<file path="config.mk">
export PLATFORM = sky130hd
export DESIGN_NAME = ot_binarize
export DESIGN_NICKNAME = d
export VERILOG_FILES = /design/src/rtl/ot_binarize.sv
export SDC_FILE = /design/constraint.sdc
export NUM_CORES = 1
export LEC_CHECK = 0
export ABC_AREA = 1
export ABC_CLOCK_PERIOD_IN_PS = 4380
export CAP_MARGIN = 20
export CELL_PAD_IN_SITES_DETAIL_PLACEMENT = 0
export CELL_PAD_IN_SITES_GLOBAL_PLACEMENT = 1
export CORE_ASPECT_RATIO = 0.7
export CORE_MARGIN = 2
export CORE_UTILIZATION = 25
export CTS_CLUSTER_DIAMETER = 50
export DETAILED_ROUTE_END_ITERATION = 16
export PLACE_DENSITY_LB_ADDON = 0.3
export SLEW_MARGIN = 20
export SYNTH_ARGS = -nofsm -noshare
export SYNTH_HDL_FRONTEND = slang
export SYNTH_SLANG_ARGS = --single-unit
export TNS_END_PERCENT = 100
</file>
<file path="constraint.sdc">
create_clock -name clk -period 4.38 [get_ports clk]
set_input_delay 0.657 -clock clk [delete_from_list [all_inputs] [get_ports clk]]
set_output_delay 0.657 -clock clk [all_outputs]
set_load 0.05 [all_outputs]
</file>
<file path="src/rtl/ot_binarize.sv">
// ot_binarize: buffers one frame of filtered pixels, derives the frame-mean
// threshold floor(sum/NPIX) with a restoring divider, then replays the frame
// as a 1-bit binarized stream with the threshold alongside.
//
// Ports:
//   clk        in   system clock, rising edge
//   rst_n      in   asynchronous active-low reset
//   in_valid   in   pixel_in qualifies this cycle (accepted in IDLE/COLLECT only)
//   pixel_in   in   PW-bit filtered pixel
//   out_valid  out  bin_out/thresh_out valid, NPIX consecutive cycles per frame
//   bin_out    out  1 when buffered pixel >= threshold
//   thresh_out out  frame threshold, constant across the output burst
module ot_binarize #(
    parameter int NPIX = 75,
    parameter int PW   = 12,
    parameter int SUMW = 19
) (
    input  logic          clk,
    input  logic          rst_n,
    input  logic          in_valid,
    input  logic [PW-1:0] pixel_in,
    output logic          out_valid,
    output logic          bin_out,
    output logic [PW-1:0] thresh_out
);
    localparam int CW = $clog2(NPIX + 1);
    localparam int RW = $clog2(NPIX) + 1;
    localparam int DW = $clog2(SUMW + 1);

    localparam logic [1:0] S_IDLE    = 2'd0;
    localparam logic [1:0] S_COLLECT = 2'd1;
    localparam logic [1:0] S_DIV     = 2'd2;
    localparam logic [1:0] S_OUT     = 2'd3;

    logic [1:0]      state;
    logic [CW-1:0]   cnt;
    logic [SUMW-1:0] sum;
    logic [RW-1:0]   rem;
    logic [DW-1:0]   dcnt;
    logic [PW-1:0]   thr;
    logic [PW-1:0]   buf_mem [NPIX];
    logic [RW:0]     trial;
    logic            ge;

    // sum doubles as the divider's shift register: dividend bits leave at the
    // top while quotient bits enter at the bottom, so after SUMW steps it
    // holds the quotient.
    always_comb begin
        trial = {rem, sum[SUMW-1]};
        ge    = trial >= (RW+1)'(NPIX);
    end

    always_ff @(posedge clk) begin
        if (in_valid && (state == S_IDLE || state == S_COLLECT))
            buf_mem[state == S_IDLE ? CW'(0) : cnt] <= pixel_in;
    end

    always_ff @(posedge clk or negedge rst_n) begin
        if (!rst_n) begin
            state      <= S_IDLE;
            cnt        <= '0;
            sum        <= '0;
            rem        <= '0;
            dcnt       <= '0;
            thr        <= '0;
            out_valid  <= 1'b0;
            bin_out    <= 1'b0;
            thresh_out <= '0;
        end else begin
            case (state)
                S_IDLE: begin
                    if (in_valid) begin
                        sum   <= SUMW'(pixel_in);
                        cnt   <= CW'(1);
                        rem   <= '0;
                        dcnt  <= '0;
                        state <= (NPIX == 1) ? S_DIV : S_COLLECT;
                    end
                end
                S_COLLECT: begin
                    if (in_valid) begin
                        sum <= sum + SUMW'(pixel_in);
                        cnt <= cnt + CW'(1);
                        if (cnt == CW'(NPIX - 1))
                            state <= S_DIV;
                    end
                end
                S_DIV: begin
                    rem  <= ge ? RW'(trial - (RW+1)'(NPIX)) : RW'(trial);
                    sum  <= {sum[SUMW-2:0], ge};
                    dcnt <= dcnt + DW'(1);
                    if (dcnt == DW'(SUMW - 1)) begin
                        thr   <= {sum[PW-2:0], ge};
                        cnt   <= '0;
                        state <= S_OUT;
                    end
                end
                default: begin
                    if (cnt == CW'(NPIX)) begin
                        out_valid  <= 1'b0;
                        bin_out    <= 1'b0;
                        thresh_out <= '0;
                        cnt        <= '0;
                        state      <= S_IDLE;
                    end else begin
                        out_valid  <= 1'b1;
                        bin_out    <= buf_mem[cnt] >= thr;
                        thresh_out <= thr;
                        cnt        <= cnt + CW'(1);
                    end
                end
            endcase
        end
    end
endmodule

</file>
* Word level (Yosys, flattened, before mapping)
Memories as Yosys holds them, arrays and structs flattened.
Index checks and enable logic that the tools add are counted.
** Storage, ports and cells
- Bits in writable memories :: 900
- Word-level logic and storage cells :: 62
- Memories :: 1
- Register bits :: 67
- Output and inout bits :: 14
- Input bits :: 15
** Operators by class
- Muxes and demuxes :: 25
- $add $sub $neg :: 4
- Equality and inequality tests :: 9
- $lt $le $gt $ge :: 2
- Reductions and logical operators :: 12
** Memories
- buf_mem :: depth 75, bits a word 12, rd ports 1, clocked after Yosys merged registers in 0, write ports 1, RTL line 41 : logic [PW-1:0] buf_mem [NPIX];
** Operators by type and width (number)
- $pmux 19 s3 :: 1
- $mux 19 :: 2
- $mux 7 :: 5
- $pmux 7 s3 :: 1
- $add 19x12->19 :: 1
- $mux 8 :: 2
- $pmux 8 s2 :: 1
- $eq 7x7->1 const B :: 2
- $ge 12x12->1 :: 1
- $mux 12 :: 1
- $mux 2 :: 5
- $pmux 5 s2 :: 1
- $ge 9x7->1 const B :: 1
- $sub 8x7->8 const B :: 1
- $add 7x1->7 const B :: 1
- $ne 2x2->1 const B :: 3
- $pmux 2 s3 :: 1
- $reduce_and 3->1 :: 2
- $add 5x1->5 const B :: 1
- $eq 5x5->1 const B :: 1
- $mux 5 :: 1
- $reduce_and 5->1 :: 1
- $mux 1 :: 4
- $reduce_and 2->1 :: 2
- other kinds (10) :: 10

* Depth between registers and ports, before layout
Gate-level depths: netlist of the first run.
- Depth after elaboration :: 5
- Depth in mapped cells :: 21
- Depth with buffers taken out :: 19

* Worst setup path after synthesis of the first run
Ideal clock, no wire load.
- Path kind :: register to register
- Start :: register state[1]
- End :: memory buf_mem[24][0], enable pin
- Stages on the path, launching flop included :: 8
- Data required time :: 4000 ps
- Arrival time :: 2111 ps
- Period minus slack after synthesis :: 2491 ps
- Slack :: 1889 ps
- Buffers on the path :: 1
- Setup time :: 380 ps
- Cell sequence :: dfrtp_1 inv_1 ha_1 clkbuf_2 nor2_2 nor2_1 nand3_1 nor2_1
** Between the ends
- Longest elaborated chain between the ends :: 5
- Elaborated cells on any way between the ends :: 7
- Those cells by class :: 1 x eq/ne; 3 x mux; 3 x reduce/logical
** Ends and longest elaborated chain
- start, declared :: RTL line 35 : logic [1:0] state;
- start signal, assigned :: RTL line 77 : state <= (NPIX == 1) ? S_DIV : S_COLLECT;
- $eq 2x1->1 / $logic_not 2->1 (equally long branches) :: RTL line 54, 55
- $logic_or 1x1->1 :: RTL line 54 : if (in_valid && (state == S_IDLE || state == S_COLLECT))
- $logic_and 1x1->1 :: RTL line 54
- $mux 1 :: RTL line 54
- $mux 1 :: RTL line 55 : buf_mem[state == S_IDLE ? CW'(0) : cnt] <= pixel_in;
- end, declared :: RTL line 41
Several ways; a longest one is shown, not always the timed one.

* Worst setup path in the final report of the first run
- Start :: register cnt[0]
- End :: register bin_out
** Between the ends
- Longest elaborated chain between the ends :: 3
- Elaborated cells on any way between the ends :: 4
- Those cells by class :: 1 x order compare; 1 x eq/ne; 1 x mux; 1 x memory
** Ends and longest elaborated chain
- start, declared :: RTL line 36 : logic [CW-1:0] cnt;
- start signal, assigned :: RTL line 83 : cnt <= cnt + CW'(1);
- start signal, assigned :: RTL line 109 : cnt <= cnt + CW'(1);
- $mem_v2 75x12
- $ge 12x12->1 :: RTL line 107 : bin_out <= buf_mem[cnt] >= thr;
- $mux 1 * :: RTL line 99 : if (cnt == CW'(NPIX)) begin
- end signal, assigned :: RTL line 107
- end, declared :: RTL line 23 : output logic bin_out,
Every way passes the cells marked *; elsewhere a longest branch is shown, timed or not.
A chain may end at the register's enable or synchronous reset.

==> results.yml, run 1 <==
yosys:
  ys_warn_count: 0
  yosysTopAreaCell: "edfxtp_1"
  avgSynthCellArea_um2: 10.3
  ys_types: 40
  synth-seq-cells: 967
  synthCells: 4101
  synth.area.top_cells: "edfxtp_1 64%, nand2_1 11%, nand3_1 4.1%"
  async_flop_share_pct: 6.93
  ys.flop_type: "edfxtp_1"
  syn-num-nets: 4151
  synth_edf_count: 900
  synthesis.area_um2: 42300
  yosys.area.top_type_share_pct: 63.9
  ys_seq_area_share_pct: 67.8
power:
  sw_frac_of_total_pct: 37.1
  pwr-share-clk_pct: 31.7
  ir_worst_vdd_uv: 520
  cellLeakagePower_uw: 0.0192
  power_density_nw_per_um2: 573
  p_int_uw: 17800
  power_switching_uw: 10500
  p_seq_share_pct: 37.1
  combPwrFrac_pct: 31.2
drt:
  viasPerCell: 4.42
  vias: 28900
  dr.pass1.iters: 7
  route.detailed.drc: 0
  drt_wl_total_um: 137000
  detail_route.wl_per_cell_um: 20.9
  ant_nets: 0
  drtIter0Drc: 2828
die:
  num_rows: 126
  fp.dieArea_um2: 173000
  initial_core_util_pct: 25.1
  io_pins: 29
  fp.dieH_um: 348
  core_um2: 168000
  die_x_um: 496
sta:
  fin_crit_ps: 3630
  skew_ps: 36.0
  finalSetupTns_ps: 0
  timing.final.crit_share_pct: 82.8
  clock.fmax_ghz: 0.276
  rsz0062_at_grt: "false"
  setup_viol: 0
  slew_viol_final: 0
  hold_viol: 0
  maxSlewHeadroom_pct: 36.5
  worst_pin_slew_ps: 952
final_layout:
  multi_input_area_um2: 10800
  n_fill_cell: 17600
  layout_commonest_cell: "nand2_1"
  seq_area_um2: 28700
  mostFrequentLayoutCells: "1,273 x nand2_1, 900 x edfxtp_1, 457 x inv_1, 433 x nor2_1, 346 x nand3_1"
  fin_area_um2: 49300
  fin_nets: 4262
  area_growth_pct: 16.5
  layout-drive-gt1-share_pct: 8.13
critical_path:
  worstPathBufferInverterCount: 4
  worstPathArrival_ps: 4230
  r2r_setup_slack_ps: 750
  worst-path-max-fanout: 54
  path_cells: "inv_8 > buf_4 > buf_4 > nand2_1 > nand3_1 > nand2_1 > nand2_1 > nand2_1 > inv_1 > nand2_1 > nand2_1 > nand3_1 > nor2_1 > nor2_1 > ha_1 > a21oi_1 > o21a_1 > nand4_1 > a22o_1"
  crit_type: "flip-flop to flip-flop"
  critical-path-top-delay-family: "buffers and inverters"
  cp_data_required_time_ps: 4990
  critPathSlowestCell: "dfrtp_4"
  worst_path_largest_cell_delay_ps: 580
  end_kind: "flip-flop"
  timing.critical_path.mode_cell: "nand2_1"
  start_kind: "flip-flop"
global_route:
  antenna_found_initial: 13
  gr-usage-all-layers_pct: 15.6
  grt_overflow: 0
  grt_pass1_vias: 27100
  grt_max_degree: 94
  grt_pass1_wl_um: 198000
cts:
  cts-buffers-inserted: 102
  clock_latency_ps: 720
  cts_resized: 0
  cts_setup_buffers: 0
  root_buffer: "clkbuf_16"
  clock-sinks: 967
  h-tree-depth: 3
  clk_pin_slew_ps: 60
  cts_tree: "yes"
  clk_path_buf_depth: 3
place:
  routabilityCongestion: 0.867
  port_buffers: 28
  post_dp_cell_area_um2: 45900
  dp_hpwl_um: 86100
flow_run:
  max-cap-violations: 0
run_status:
  outcome: "completed"
hold_path:
  hold_path.class: "input pin to flip-flop"
-- per-layer routing --
layer	share of wire (%)	GRT usage (%)
met2	40	21.4
met3	6.3	3.04
met5	0	0
met1	53	25.1
met4	1.3	2.64
-- cell usage after synthesis (all sizes together) (2+ instances only) --
cell type / number
nand3b: 16
inv: 463
clkinv: 2
a21oi: 55
nand2: 1273
xor2: 6
nand4: 37
o211ai: 16
o22ai: 8
o2111ai: 18
ha: 34
nor3: 10
nor2: 437
clkbuf: 64
nand3: 346
buf: 129
o31ai: 2
dfrtp: 67
edfxtp: 900
o21ai: 208
-- kinds of logic (layout without fill, tap and decap cells) --
family | after synthesis | in the layout | share of synthesized area [%]
flip-flops | 967 | 967 | 67.8
AND/OR/NAND/NOR | 2122 | 2122 | 20.3
AO/OA/AOI/OAI | 313 | 313 | 4.07
buffers and inverters | 658 | 850 | 6.60
XOR/XNOR | 6 | 6 | 0.124
other | 0 | 2 | 0
adder cells (fa/ha/maj) | 35 | 35 | 1.05
-- repair_timing --
action / in CTS / in global routing
hold buffers: 1 / 0
endpoints found under the setup margin: 0 / 0
hold endpoints to repair: 23 / 0
-- power groups by stage --
stage | combinational [uW] | clock (uW) | sequential (uW)
2_1_floorplan | 5450 | 0 | 10600
3_3_place_gp | 8910 | 0 | 10700
3_5_place_dp | 8850 | 0 | 10700
4_1_cts | 8870 | 9150 | 10500
5_1_grt | 9730 | 9490 | 10500
6_report | 8830 | 8950 | 10500
-- stage by stage --
step / total power, uW / cells / hold WS, ps / util, % / worst slack [ps]
detailed placement: 19500 / 6347 / 478 / 27.2 / 800
finish: 28300 / 6535 / 354 / 29.3 / 754
global route: 29700 / 6533 / 305 / 29.3 / 541
global placement: 19600 / 6347 / 477 / 27.2 / 806
CTS: 28500 / 6533 / 307 / 29.3 / 814
floorplan: 16100 / 4101 / 361 / - / 1890
-- area by class of cell --
| cell class | instances | share of cell area [%] |
|---|---|---|
| clock inverter | 65 | 1.47 |
| clock buffer | 120 | 5.40 |
| timing repair buffer | 200 | 3.64 |
| sequential | 967 | 58.3 |
| inverter | 465 | 3.57 |
| multi-input combinational | 2476 | 21.9 |
| tap | 2240 | 5.69 |
| antenna | 2 | 0.0102 |
-- flip-flops by register name, indices dropped and copies added, names as in the netlist --
register    count
bin_out         1
buf_mem       900
cnt             7
dcnt            5
out_valid       1
rem             8
state           2
sum            19
thr            12
thresh_out     12
-- worst paths after layout --
kind | startpoint | to | cells after the start
max in group asynchronous | rst_n | cnt[0]$_DFFE_PN0P_ | 3
min | pixel_in[2] | buf_mem[63][2]$_DFFE_PP_ | 1
max reg2reg | cnt[0]$_DFFE_PN0P_ | bin_out$_DFFE_PN0N_ | 19
min in group asynchronous | rst_n | rem[6]$_DFFE_PN0P_ | 2
max | cnt[0]$_DFFE_PN0P_ | bin_out$_DFFE_PN0N_ | 19
min reg2reg | thresh_out[3]$_DFFE_PN0N_ | thresh_out[3]$_DFFE_PN0N_ | 2
(Power assumes the default switching activity.)
==> inputs of run 2 (changes only) <==
--- a/config.mk
+++ b/config.mk
@@ -6,7 +6,7 @@
 export NUM_CORES = 1
 export LEC_CHECK = 0
 export ABC_AREA = 1
-export ABC_CLOCK_PERIOD_IN_PS = 4380
+export ABC_CLOCK_PERIOD_IN_PS = 3300
 export CAP_MARGIN = 20
 export CELL_PAD_IN_SITES_DETAIL_PLACEMENT = 0
 export CELL_PAD_IN_SITES_GLOBAL_PLACEMENT = 1
==> constraint.sdc (replaced) <==
create_clock -name clk -period 3.3 [get_ports clk]
set_input_delay 0.495 -clock clk [delete_from_list [all_inputs] [get_ports clk]]
set_output_delay 0.495 -clock clk [all_outputs]
set_load 0.05 [all_outputs]
==> run 2 against run 1 <==
Die area stayed put. Register-to-register slack got worse by 660 ps. Critical path depth shrank 2. Largest power group unchanged. Highest routed layer unchanged. Cell area grew 3.1%. Setup slack lost 660 ps. Final cell count rose by 1.0%. Combinational power rose by 49%. Clock skew up 2.4 ps. Utilization up 0.90 points. Global-route usage rose by 0.052 points. Routed wire length increased by 2.2%. Sequential power increased by 32%.
==> results.yml, run 2 (synthesis results as in run 1) <==
run_status:
  outcome: "completed"
drt:
  drt_wl_total_um: 140000
  viasPerCell: 4.44
  ant_nets: 0
  drtIter0Drc: 3186
  detail_route.wl_per_cell_um: 21.2
  vias: 29300
  route.detailed.drc: 0
  dr.pass1.iters: 5
power:
  cellLeakagePower_uw: 0.0198
  total_power_uw: 39100
  ir_worst_vdd_uv: 506
  power_density_nw_per_um2: 771
hold_path:
  hold_path.class: "input pin to flip-flop"
die:
  die_x_um: 496
  fp.dieH_um: 348
  fp.dieArea_um2: 173000
  num_rows: 126
  core_um2: 168000
  initial_core_util_pct: 25.1
  io_pins: 29
cts:
  clock-sinks: 967
  cts-buffers-inserted: 103
  clk_pin_slew_ps: 70
  clk_path_buf_depth: 3
  h-tree-depth: 3
  cts_tree: "yes"
  root_buffer: "clkbuf_16"
  clock_latency_ps: 730
global_route:
  grt_max_degree: 77
  antenna_found_initial: 17
  grt_pass1_wl_um: 199000
  grt_pass1_vias: 27700
  gr-usage-all-layers_pct: 15.6
  grt_overflow: 0
sta:
  maxSlewHeadroom_pct: 26.1
  setup_slack_ps: 93.9
  finalSetupTns_ps: 0
  skew_ps: 38.4
  hold_viol: 0
  setup_viol: 0
  worst_pin_slew_ps: 1110
  fin_crit_ps: 3210
  holdWs_ps: 170
  clock.fmax_ghz: 0.312
  timing.final.crit_share_pct: 97.2
  slew_viol_final: 0
final_layout:
  fin_cells: 6601
  regMostFlops: "buf_mem"
  fin_nets: 4321
  layout_commonest_cell: "nand2_1"
  largestRegisters: "buf_mem x900, sum x19"
  area_growth_pct: 20.0
  largest_reg_flops: 900
  layout-drive-gt1-share_pct: 11.0
  mostFrequentLayoutCells: "1,233 x nand2_1, 900 x edfxtp_1, 453 x inv_1, 427 x nor2_1, 331 x nand3_1"
place:
  routabilityCongestion: 0.828
  post-place-ws_ps: 30.1
  dp_hpwl_um: 87100
  port_buffers: 28
  placed_cells: 6377
critical_path:
  worst-r2r-cell-count: 17
  worst_r2r_endpoint: "bin_out$_DFFE_PN0N_"
  cp_data_required_time_ps: 3920
  startpoint: "cnt[0]$_DFFE_PN0P_"
  end_kind: "flip-flop"
  crit_type: "flip-flop to flip-flop"
  start_kind: "flip-flop"
  r2r_start: "cnt[0]$_DFFE_PN0P_"
  worstPathArrival_ps: 3830
  worstSetupEndpoint: "bin_out$_DFFE_PN0N_"
  worst-path-max-fanout: 27
  r2r_setup_slack_ps: 90
flow_run:
  max-cap-violations: 0
[run 2: changes by cell type in the layout (fill, tap and decap cells not counted), sizes merged]
cell	before	now
clkinv	42	41
clkbuf	120	139
inv	472	468
diode	2	3
buf	184	234
clkinvlp	5	6
[run 2: how the worst min path moves through the flow]
stage / cells past startpoint / start / endpoint / slack [ps]
finish: 1 / pixel_in[2] / buf_mem[57][2]$_DFFE_PP_ / 170
global route: 1 / pixel_in[2] / buf_mem[57][2]$_DFFE_PP_ / 140
CTS: 1 / pixel_in[2] / buf_mem[57][2]$_DFFE_PP_ / 130
detailed placement: 2 / out_valid$_DFFE_PN0N_ / out_valid$_DFFE_PN0N_ / 470
global placement: 2 / out_valid$_DFFE_PN0N_ / out_valid$_DFFE_PN0N_ / 470
floorplan: 0 / rst_n / bin_out$_DFFE_PN0N_ / 200
[run 2: what timing repair did]
action / CTS / global route
gates resized for setup: 0 / 105
buffers inserted: 0 / 19
hold endpoints to repair: 67 / 0
setup endpoints to repair: 0 / 1
hold buffers: 1 / 0
[run 2: routing by layer]
metal / track usage, % / part of all wire (%) / wire length (um)
met5: 0 / 0 / 0
met4: 3.04 / 1.6 / 2280
met1: 25.2 / 53 / 73700
met3: 3.53 / 6.8 / 9550
met2: 20.8 / 39 / 54100
[run 2: area by class of cell]
| type | count | area, um2 |
|---|---|---|
| Tap cell | 2240 | 2800 |
| Fill cell | 17500 | 118000 |
| Clock inverter | 60 | 682 |
| Inverter | 465 | 1800 |
| Antenna cell | 3 | 7.51 |
| Multi-Input combinational cell | 2476 | 11000 |
| Sequential cell | 967 | 28700 |
| Timing Repair inverter | 1 | 11.3 |
| Clock buffer | 132 | 2750 |
| Timing Repair Buffer | 257 | 2990 |
[run 2: report_power, final]
part / leakage [uW] / switching [uW] / internal [uW] / total (uW)
Combinational: 0.00917 / 9010 / 4230 / 13200
Sequential: 0.00899 / 259 / 13700 / 13900
Clock: 0.00165 / 5170 / 6800 / 12000
[run 2: per-stage QoR]
| step | cell area, um2 | utilization, % |
|---|---|---|
| final | 50800 | 30.2 |
| after global routing | 50800 | 30.2 |
| after CTS | 50000 | 29.7 |
| after detailed placement | 46600 | 27.7 |
| after global placement | 46600 | 27.7 |
| after floorplan | 42300 | - |
[run 2: critical path, stage by stage, from the launching register on]
cell,delay (ps)
dfrtp_4,520
buf_6,160
buf_6,120
nor2_4,240
buf_12,250
nand2_1,70
nand3b_1,80
nand3_1,210
nand2_1,130
nand2_1,80
nand3_2,100
nor2_2,50
nor2_2,160
ha_1,280
a21oi_2,140
o21a_1,130
nand4_1,130
a22o_1,230
